===== src/rtl/pc_sequencer.sv =====
// -----------------------------------------------------------------------------
// pc_sequencer
//
// Purpose:
//   Control side of the PC select mux. Every cycle it decides how the program
//   counter advances (sequential, first instruction, branch/call target) and
//   drives the mux select and enable. It also owns three multi-cycle flows:
//     - boot: read the reset vector from memory, then load it into the PC
//     - interrupt entry: flush, save and push the return PC, read the
//       interrupt vector, then jump to it
//     - ISR return (reti): jump to the popped return address, leave the ISR
//
// Ports:
//   clk, rst                 clock, asynchronous active-high reset
//   pc_now                   current PC, saved as the return address on entry
//   stall                    fetch freeze request from the hazard unit
//   branch_taken/_target     resolved jump/call/taken branch and its target
//   reti_valid/reti_addr     resolved return-from-interrupt and return address
//   int_req                  external interrupt level (synchronous)
//   vec_rd_ack/_data         memory read completion and data
//   push_ack                 stack push accepted
//   pc_sel                   mux select: 00 next, 01 first instr, 11 branch/call
//                            (10 = zero is reserved and never driven)
//   pc_en                    PC register update enable
//   first_instruction_addr   latched reset vector
//   branch_call_addr         jump target presented to the mux
//   flush                    squash fetch/decode
//   vec_rd_req/_addr         memory read request (held until ack) and address
//   push_req/push_data       stack push request (held until ack) and return PC
//   int_ack                  one-cycle pulse when an interrupt is accepted
//   in_isr                   high while an interrupt is being serviced
// -----------------------------------------------------------------------------
module pc_sequencer #(
    parameter int            AW             = 32,
    parameter logic [AW-1:0] RESET_VEC_ADDR = 32'h0000_0000,
    parameter logic [AW-1:0] INT_VEC_ADDR   = 32'h0000_0001
) (
    input  logic          clk,
    input  logic          rst,
    input  logic [AW-1:0] pc_now,
    input  logic          stall,
    input  logic          branch_taken,
    input  logic [AW-1:0] branch_target,
    input  logic          reti_valid,
    input  logic [AW-1:0] reti_addr,
    input  logic          int_req,
    input  logic          vec_rd_ack,
    input  logic [AW-1:0] vec_rd_data,
    input  logic          push_ack,
    output logic [1:0]    pc_sel,
    output logic          pc_en,
    output logic [AW-1:0] first_instruction_addr,
    output logic [AW-1:0] branch_call_addr,
    output logic          flush,
    output logic          vec_rd_req,
    output logic [AW-1:0] vec_rd_addr,
    output logic          push_req,
    output logic [AW-1:0] push_data,
    output logic          int_ack,
    output logic          in_isr
);

    // Mux select encodings (2'b10 selects zero and is reserved).
    localparam logic [1:0] SEL_NEXT   = 2'b00;
    localparam logic [1:0] SEL_FIRST  = 2'b01;
    localparam logic [1:0] SEL_BRANCH = 2'b11;

    typedef enum logic [2:0] {
        BOOT_RD,
        BOOT_LD,
        RUN,
        INT_PUSH,
        INT_RD,
        INT_JMP
    } state_t;

    state_t        state_q,        state_d;
    logic [AW-1:0] first_addr_q,   first_addr_d;
    logic [AW-1:0] isr_vec_q,      isr_vec_d;
    logic [AW-1:0] saved_pc_q,     saved_pc_d;
    logic          in_isr_q,       in_isr_d;
    logic          int_pend_q,     int_pend_d;
    logic          int_req_prev_q, int_req_prev_d;
    logic          int_edge;

    always_ff @(posedge clk or posedge rst) begin
        if (rst) begin
            state_q        <= BOOT_RD;
            first_addr_q   <= '0;
            isr_vec_q      <= '0;
            saved_pc_q     <= '0;
            in_isr_q       <= 1'b0;
            int_pend_q     <= 1'b0;
            int_req_prev_q <= 1'b0;
        end else begin
            state_q        <= state_d;
            first_addr_q   <= first_addr_d;
            isr_vec_q      <= isr_vec_d;
            saved_pc_q     <= saved_pc_d;
            in_isr_q       <= in_isr_d;
            int_pend_q     <= int_pend_d;
            int_req_prev_q <= int_req_prev_d;
        end
    end

    always_comb begin
        state_d        = state_q;
        first_addr_d   = first_addr_q;
        isr_vec_d      = isr_vec_q;
        saved_pc_d     = saved_pc_q;
        in_isr_d       = in_isr_q;
        int_req_prev_d = int_req;

        // A fresh edge always sets the pending flag, even during an
        // interrupt sequence; only acceptance in RUN clears it.
        int_edge   = int_req && !int_req_prev_q;
        int_pend_d = int_pend_q || int_edge;

        pc_sel           = SEL_NEXT;
        pc_en            = 1'b0;
        branch_call_addr = '0;
        flush            = 1'b0;
        vec_rd_req       = 1'b0;
        vec_rd_addr      = RESET_VEC_ADDR;
        push_req         = 1'b0;
        push_data        = '0;
        int_ack          = 1'b0;

        // While reset is held the outputs stay quiet so that any outstanding
        // request is dropped at once rather than waiting for its ack.
        if (!rst) begin
            case (state_q)
                BOOT_RD: begin
                    vec_rd_req  = 1'b1;
                    vec_rd_addr = RESET_VEC_ADDR;
                    if (vec_rd_ack) begin
                        first_addr_d = vec_rd_data;
                        state_d      = BOOT_LD;
                    end
                end

                BOOT_LD: begin
                    pc_sel  = SEL_FIRST;
                    pc_en   = 1'b1;
                    state_d = RUN;
                end

                RUN: begin
                    // Redirects beat stall; an interrupt waits for a cycle
                    // with no redirect and no stall so the saved PC is the
                    // address that would really execute next.
                    if (branch_taken) begin
                        pc_sel           = SEL_BRANCH;
                        branch_call_addr = branch_target;
                        pc_en            = 1'b1;
                        flush            = 1'b1;
                    end else if (reti_valid) begin
                        pc_sel           = SEL_BRANCH;
                        branch_call_addr = reti_addr;
                        pc_en            = 1'b1;
                        flush            = 1'b1;
                        in_isr_d         = 1'b0;
                    end else if (int_pend_q && !in_isr_q && !stall) begin
                        flush      = 1'b1;
                        int_ack    = 1'b1;
                        saved_pc_d = pc_now;
                        in_isr_d   = 1'b1;
                        int_pend_d = int_edge;
                        state_d    = INT_PUSH;
                    end else if (!stall) begin
                        pc_sel = SEL_NEXT;
                        pc_en  = 1'b1;
                    end
                end

                INT_PUSH: begin
                    push_req  = 1'b1;
                    push_data = saved_pc_q;
                    if (push_ack) begin
                        state_d = INT_RD;
                    end
                end

                INT_RD: begin
                    vec_rd_req  = 1'b1;
                    vec_rd_addr = INT_VEC_ADDR;
                    if (vec_rd_ack) begin
                        isr_vec_d = vec_rd_data;
                        state_d   = INT_JMP;
                    end
                end

                INT_JMP: begin
                    pc_sel           = SEL_BRANCH;
                    branch_call_addr = isr_vec_q;
                    pc_en            = 1'b1;
                    state_d          = RUN;
                end

                default: begin
                    state_d = BOOT_RD;
                end
            endcase
        end
    end

    assign first_instruction_addr = first_addr_q;
    assign in_isr                 = in_isr_q;

endmodule


===== config.mk =====
export PLATFORM = sky130hd
export DESIGN_NAME = pc_sequencer
export DESIGN_NICKNAME = d
export VERILOG_FILES = /design/src/rtl/pc_sequencer.sv
export SDC_FILE = /design/constraint.sdc
export NUM_CORES = 1
export LEC_CHECK = 0
export CAP_MARGIN = 5
export CELL_PAD_IN_SITES_DETAIL_PLACEMENT = 0
export CELL_PAD_IN_SITES_GLOBAL_PLACEMENT = 1
export CORE_MARGIN = 2
export CORE_UTILIZATION = 32
export CTS_CLUSTER_SIZE = 8
export DETAILED_ROUTE_END_ITERATION = 8
export HOLD_SLACK_MARGIN = 0.15
export PLACE_DENSITY = 0.85
export SYNTH_ARGS = -nofsm -noshare
export SYNTH_HDL_FRONTEND = slang
export SYNTH_SLANG_ARGS = --single-unit

===== constraint.sdc =====
create_clock -name clk -period 4.7 [get_ports clk]
set_input_delay 0.47 -clock clk [delete_from_list [all_inputs] [get_ports clk]]
set_output_delay 0.47 -clock clk [all_outputs]
set_load 0.1 [all_outputs]

---- Yosys cells after proc, flatten, opt, wreduce, memory -nomap -nowiden ----
Cells that the tools add are included.
storage, ports and cells
  logic and storage cells ................. 82
  bits of input ports ..................... 136
  register bits after elaboration ......... 102
cells by class
  equality and inequality tests ........... 11
  bitwise logic cells ..................... 3
  reductions and logical operators ........ 16
  muxes and demuxes ....................... 45
operators by type and width
  kind                count
  $mux 32             5
  $pmux 32 s2         1
  $mux 1              27
  $mux 3              6
  $pmux 3 s5          1
  $ne 2x2->1 const B  6
  $reduce_and 7->1    1
  $eq 3x2->1 const B  2
  $eq 3x3->1 const B  2
  $mux 2              3
  $pmux 2 s3          1
  $reduce_and 3->1    2
  $reduce_and 5->1    1
  $reduce_and 4->1    1
  $reduce_or 2->1     2
  $eq 3x1->1 const B  1
  $logic_and 1x1->1   3
  $logic_not 1->1     3
  $logic_not 3->1     1
  $not 1->1           3
  $pmux 1 s2          1
  $reduce_bool 2->1   1
  $logic_or 1x1->1    1

---- Depth between registers and ports, before layout ----
Gate-level depths: netlist of run 1.
  depth after elaboration ................. 8
  gate-level depth with buffers ........... 7

---- Least setup slack after synthesis of run 1 ----
OpenSTA, ideal clock, no wires.
  kind .................................... input port to flip-flop
  start point ............................. input rst
  end point ............................... register isr_vec_q[0]
  data required time ...................... 4.575 ns
  data arrival time ....................... 3.984 ns
  slack ................................... 0.591 ns
  buffers on the path ..................... 2
  library setup time ...................... 0.125 ns
  cell stages on the path ................. 5
  cells stage by stage .................... clkbuf_1 -> inv_1 -> nand4_1 -> clkbuf_1 -> mux2_2
between the ends
  cells in the longest elaborated chain, start to end .. 2
RTL lines
  item                        line  source
  start: declaration          39    input logic rst,
  $not 1->1 (no line)         -
  $reduce_and 3->1 (no line)  -
  end signal: assignment      98    isr_vec_q <= isr_vec_d;
  end: declaration            79    logic [AW-1:0] isr_vec_q, isr_vec_d;
Every way passes these cells.
A chain may end at the register's enable or synchronous reset.

---- Worst setup path after layout of run 1 ----
  start point ............................. input rst
  end point ............................... output int_ack
between the ends
  cells in the longest elaborated chain, start to end .. 1
RTL lines
  item              line  source
  $mux 1            131   if (!rst) begin
  end: declaration  59    output logic int_ack,
Every way passes these cells.

==> impl_metrics.py, run 1 <==
metrics = {
    "run_status": {
        "status": "completed",
    },
    "drt": {
        "drt_wl_total_um": 14200,
        "viasPerCell": 4.62,
        "first_pass_iters": 4,
        "dr.first_iter.drc_count": 99,
        "routed-via-count": 4062,
        "wire_per_inst_um": 16.2,
        "drtAntennaViolNets": 0,
        "drc": 0,
    },
    "clock_network": {
        "cts_hold_buf": 0,
        "cts_setup_buffers": 0,
        "cts_buffer_depth": 2,
        "clock_latency_ps": 350,
        "post_cts_resized": 0,
        "cts_root_buf": "clkbuf_16",
        "cts_buffers": 9,
        "cts_tree": "yes",
        "cts_num_sinks": 102,
        "htreeDepth": 3,
        "clk_pin_slew_worst_paths_ps": 60,
    },
    "pwr": {
        "leakage_uw": 0.00353,
        "p_int_uw": 2560,
        "power.share.switching": 0.511,
        "pwr-share-comb": 0.571,
        "seq_power_share": 0.285,
        "power.switching_uw": 2670,
        "pwr_density_cell_nw_per_um2": 682,
        "vdd_drop_max_v": 0.000324,
        "pwr-share-clk": 0.145,
    },
    "hold_path": {
        "hp-class": "reg2reg",
    },
    "setup_path": {
        "crit_type": "in2out",
        "worstPathMaxFanout": 36,
        "arrival_ps": 2880,
        "start_kind": "primary input",
        "cp.required_ps": 4230,
        "reg2reg_slack_ps": 2350,
        "end_kind": "primary output",
    },
    "synthesis": {
        "ys_ff_latch": 102,
        "syn_inst": 433,
        "synthSimpleGateAreaFrac": 0.0957,
        "synth_top_family_by_area": "multiplexers",
        "synth.most_common_cell": "dfrtp_1",
        "async_flop_share": 1.00,
        "netlist_area_um2": 5090,
        "synth_compound_area_frac": 0.0939,
        "synth_top_area_frac": 0.502,
        "synth_top_area_cell": "dfrtp_1",
        "synth_cell_types": 31,
        "synth_mux_area_frac": 0.232,
        "netlist_top_cells_area": "dfrtp_1 50%, mux2_2 15%, mux2_4 8.0%, a22oi_1 4.6%, buf_4 4.6%",
        "yosysWarnings": 0,
        "synth-xor-area-share": 0,
        "ys.flop_type": "dfrtp_1",
        "avgSynthCellArea_um2": 11.7,
        "ys_seq_area_frac": 0.502,
        "synth_edf_count": 0,
        "synthAdderAreaFrac": 0,
        "ys_top_cells_by_count": "102 x dfrtp_1, 68 x mux2_2, 38 x nand2_1, 38 x o21ai_0, 32 x and2_1",
    },
    "placement": {
        "gp_congestion": 0.751,
        "dp_cells": 864,
        "numPortBuffers": 240,
        "dp_slack_ps": 1330,
        "dp_hpwl_um": 10400,
        "post_dp_cell_area_um2": 7380,
    },
    "floorplanning": {
        "initial_core_util": 0.324,
        "die_h_um": 130,
        "die_w_um": 130,
        "die-area_um2": 16900,
        "ios": 272,
        "core_um2": 15700,
        "num_rows": 46,
    },
    "sta": {
        "tightest_slew_ps": 1030,
        "timing.final.ws_setup_ps": 1350,
        "finalCritPeriodShare": 0.713,
        "timing.fmax_ghz": 0.298,
        "hold_violations": 0,
        "slew_viol_final": 0,
        "fin_crit_ps": 3350,
        "clock_skew_ps": 8.72,
        "slew-limit-headroom": 0.309,
        "setup_viol": 0,
        "setup_tns_ps": 0,
        "rsz0062_at_grt": "false",
    },
    "grt": {
        "grt_pass1_wl_um": 21300,
        "grt_pass1_vias": 4098,
        "grt_max_degree": 71,
        "gr-total-overflow": 0,
        "grtUsageTotal": 0.163,
        "antenna_found_initial": 0,
    },
    "finish": {
        "syn_to_final_growth_pct": 50.8,
        "stdcell_count": 879,
        "drive_above_1_share": 0.288,
        "nNetsFinal": 795,
        "final_area_um2": 7670,
        "fill_cells": 1445,
        "final_core_util": 0.488,
        "n_antenna_cell": 0,
    },
    "flow_run": {
        "max_cap_viol_count": 0,
    },
}
==> registers in the layout (all words and copies together) (netlist names) <==
register,count
int_pend_q,1
saved_pc_q,32
state_q,3
first_instruction_addr,32
isr_vec_q,32
in_isr,1
int_req_prev_q,1
==> logic make-up (layout without fill, tap and decap cells) <==
family	count (synthesis)	after routing
simple gates	93	93
other cells	1	31
compound gates	78	78
buf+inv	63	263
mux	96	96
flops	102	102
==> cell usage in the layout, fill, tap and decap left out, types with 4 or more instances in the layout <==
cell	instances
buf_4	72
a22oi_1	31
nand2b_1	4
conb_1	31
mux2_2	68
clkbuf_16	9
a21oi_1	6
nor2_1	5
dfrtp_1	102
o21ai_0	38
nand2_1	38
and2_1	32
mux2_4	27
clkdlybuf4s50_1	172
==> stage by stage <==
stage                     total power, uW  hold WS, ps
after floorplan                      3810          470
after global placement               4450          485
after detailed placement             4500          484
after CTS                            5280          505
after global routing                 5460          520
final                                5230          497
==> critical path, stage by stage <==
cell and delay (ps):
clkdlybuf4s50_1 640, or4b_1 550, buf_4 270, nor2_4 160
nand2_4 330, inv_1 140, buf_4 300
==> layout make-up <==
class / count / area (um^2) / area share
flip-flops and latches: 102 / 2550 / 0.333
multi-input cells: 298 / 2270 / 0.296
repair buffers: 245 / 2270 / 0.295
well taps: 216 / 270 / 0.0352
clock buffers: 10 / 239 / 0.0311
clock inverters: 5 / 58.8 / 0.00766
inverters: 3 / 13.8 / 0.00179
==> power groups by stage <==
stage	combinational, uW	clock [uW]	sequential, uW
floorplan	1310	0	2500
global placement	2970	0	1480
detailed placement	3010	0	1490
CTS	3010	783	1490
global route	3090	819	1540
finish	2980	757	1490
==> per-layer routing <==
| metal | share of wire | GRT usage | vias up |
|---|---|---|---|
| met3 | 0.10 | 0.0599 | 17 |
| li1 | - | - | 1897 |
| met1 | 0.40 | 0.193 | 1958 |
| met2 | 0.48 | 0.272 | 190 |
| met4 | 0.018 | 0.0626 | 0 |
| met5 | 0 | 0 | - |
==> final timing paths <==
check | end | from | cells after the start
worst max-delay path | int_ack | rst | 7
min in group asynchronous | saved_pc_q[2] | rst | 2
worst min-delay path | first_instruction_addr[4] | first_instruction_addr[4] | 1
worst max register to register | saved_pc_q[7] | state_q[0] | 5
worst min register to register | first_instruction_addr[4] | first_instruction_addr[4] | 1
max in group asynchronous | isr_vec_q[10] | rst | 3
No activity file was read; power rests on OpenSTA's default activity.
==> run 2: changes to the inputs <==
--- a/config.mk
+++ b/config.mk
@@ -9,11 +9,11 @@
 export CELL_PAD_IN_SITES_DETAIL_PLACEMENT = 0
 export CELL_PAD_IN_SITES_GLOBAL_PLACEMENT = 1
 export CORE_MARGIN = 2
-export CORE_UTILIZATION = 32
+export CORE_UTILIZATION = 26
 export CTS_CLUSTER_SIZE = 8
 export DETAILED_ROUTE_END_ITERATION = 8
 export HOLD_SLACK_MARGIN = 0.15
-export PLACE_DENSITY = 0.85
+export PLACE_DENSITY = 0.74
 export SYNTH_ARGS = -nofsm -noshare
 export SYNTH_HDL_FRONTEND = slang
 export SYNTH_SLANG_ARGS = --single-unit
==> constraint.sdc (replaced) <==
create_clock -name clk -period 3.05 [get_ports clk]
set_input_delay 0.305 -clock clk [delete_from_list [all_inputs] [get_ports clk]]
set_output_delay 0.305 -clock clk [all_outputs]
set_load 0.1 [all_outputs]
==> run 2 against run 1 <==
Utilization fell by 3.6 points. Hold slack got worse by 39 ps. Non-clock buffer count rose by 7. Largest power group unchanged.
==> impl_metrics.py, run 2 (same netlist as run 1, synthesis figures left out) <==
metrics = {
    "setup_path": {
        "worstPathMaxFanout": 32,
        "reg2reg_depth": 5,
        "start_kind": "flip-flop",
        "slowest_delay_ps": 690,
        "end_kind": "primary output",
        "cp.required_ps": 2740,
        "crit_chain": "or4b_1 > buf_4 > o21ai_0 > buf_12",
        "r2r_start": "state_q[0]",
        "arrival_ps": 2430,
        "critPathLaunch": "state_q[0]",
        "crit_type": "reg2out",
        "slowest_stage": "or4b_1",
    },
    "clock_network": {
        "post_cts_resized": 0,
        "clk_pin_slew_worst_paths_ps": 70,
        "cts_buffers": 9,
        "cts_buffer_depth": 2,
        "cts_setup_buffers": 0,
        "clock_latency_ps": 340,
        "cts_num_sinks": 102,
        "htreeDepth": 3,
        "cts_root_buf": "clkbuf_16",
        "cts_hold_buf": 0,
        "cts_tree": "yes",
    },
    "sta": {
        "slew-limit-headroom": 0.333,
        "fin_crit_ps": 2740,
        "finalCritPeriodShare": 0.897,
        "clock_skew_ps": 5.75,
        "tightest_slew_ps": 998,
        "slew_viol_final": 0,
        "timing.fmax_ghz": 0.366,
        "rsz0062_at_grt": "false",
        "timing.final.ws_setup_ps": 315,
        "hold_violations": 0,
        "setup_viol": 0,
    },
    "finish": {
        "syn_to_final_growth_pct": 71.8,
        "layout_common_cells": "155 x clkdlybuf4s50_1, 102 x dfrtp_1, 68 x buf_12",
        "seq_area_um2": 2550,
        "nNetsFinal": 802,
        "drive_above_1_share": 0.319,
        "multi_input_area_um2": 2390,
        "fill_cells": 1787,
        "mostFrequentLayoutCell": "clkdlybuf4s50_1",
    },
    "grt": {
        "grt_max_degree": 58,
        "grtUsageTotal": 0.148,
        "gr-total-overflow": 0,
        "grt_pass1_vias": 4415,
        "antenna_found_initial": 1,
        "grt_pass1_wl_um": 23600,
    },
    "run_status": {
        "status": "completed",
    },
    "pwr": {
        "leakage_uw": 0.00391,
        "pwr_density_cell_nw_per_um2": 973,
        "power_uw": 8500,
        "vdd_drop_max_v": 0.000410,
    },
    "floorplanning": {
        "die-area_um2": 20700,
        "die_w_um": 144,
        "num_rows": 51,
        "ios": 272,
        "die_h_um": 144,
        "core_um2": 19300,
        "initial_core_util": 0.263,
    },
    "placement": {
        "gp_congestion": 0.731,
        "numPortBuffers": 240,
        "dp_slack_ps": 430,
        "dp_hpwl_um": 11700,
    },
    "flow_run": {
        "max_cap_viol_count": 0,
    },
    "hold_path": {
        "holdPathStages": 1,
        "hp-class": "in2reg",
        "hold_start": "int_req",
    },
    "drt": {
        "first_pass_iters": 4,
        "drc": 0,
        "drt_wl_total_um": 15400,
        "routed-via-count": 4107,
        "drtAntennaViolNets": 0,
        "dr.first_iter.drc_count": 91,
        "wire_per_inst_um": 16.4,
        "viasPerCell": 4.39,
    },
}
[run 2: worst paths after layout]
kind | end | slack [ps]
worst max-delay path | branch_call_addr[1] | 310
worst min-delay path | int_req_prev_q | 460
worst max register to register | saved_pc_q[22] | 810
worst min register to register | first_instruction_addr[4] | 500
max in group asynchronous | state_q[1] | 1190
min in group asynchronous | saved_pc_q[31] | 690
[run 2: routing by layer]
layer | GRT usage | vias to the layer above | routed length, um
li1 | - | 1909 | -
met1 | 0.170 | 1993 | 5980
met2 | 0.255 | 186 | 7620
met3 | 0.0506 | 19 | 1500
met4 | 0.0531 | 0 | 264
met5 | 0 | - | 0
[run 2: layout make-up]
class / count / area share
repair buffers: 252 / 0.358
flip-flops and latches: 102 / 0.292
multi-input cells: 298 / 0.273
well taps: 265 / 0.0379
clock buffers: 10 / 0.0273
clock inverters: 5 / 0.00959
inverters: 3 / 0.00172
diodes: 1 / 0.000286
[run 2: power by group]
group | internal [uW] | switching, uW
Clock | 739 | 503
Sequential | 1960 | 352
Combinational | 1620 | 3330
[run 2: stage by stage]
step                cell area (um^2)  TNS (ps)  std cells  hold slack (ps)  utilization
finish                          8740         0        936              458        0.452
global route                    8740         0        935              444        0.452
CTS                             8740         0        935              441        0.452
detailed placement              8410         0        920              487        0.435
global placement                8410         0        920              480        0.435
floorplan                       5370    -31560        463              336            -
[run 2: worst max-delay path, delay by kind of cell (launching register included)]
kind / cells / cell delay, ps
buffers and inverters: 2 / 520
and+or+nand+nor: 1 / 690
AOI/OAI and AO/OA: 1 / 390
DFF: 1 / 470
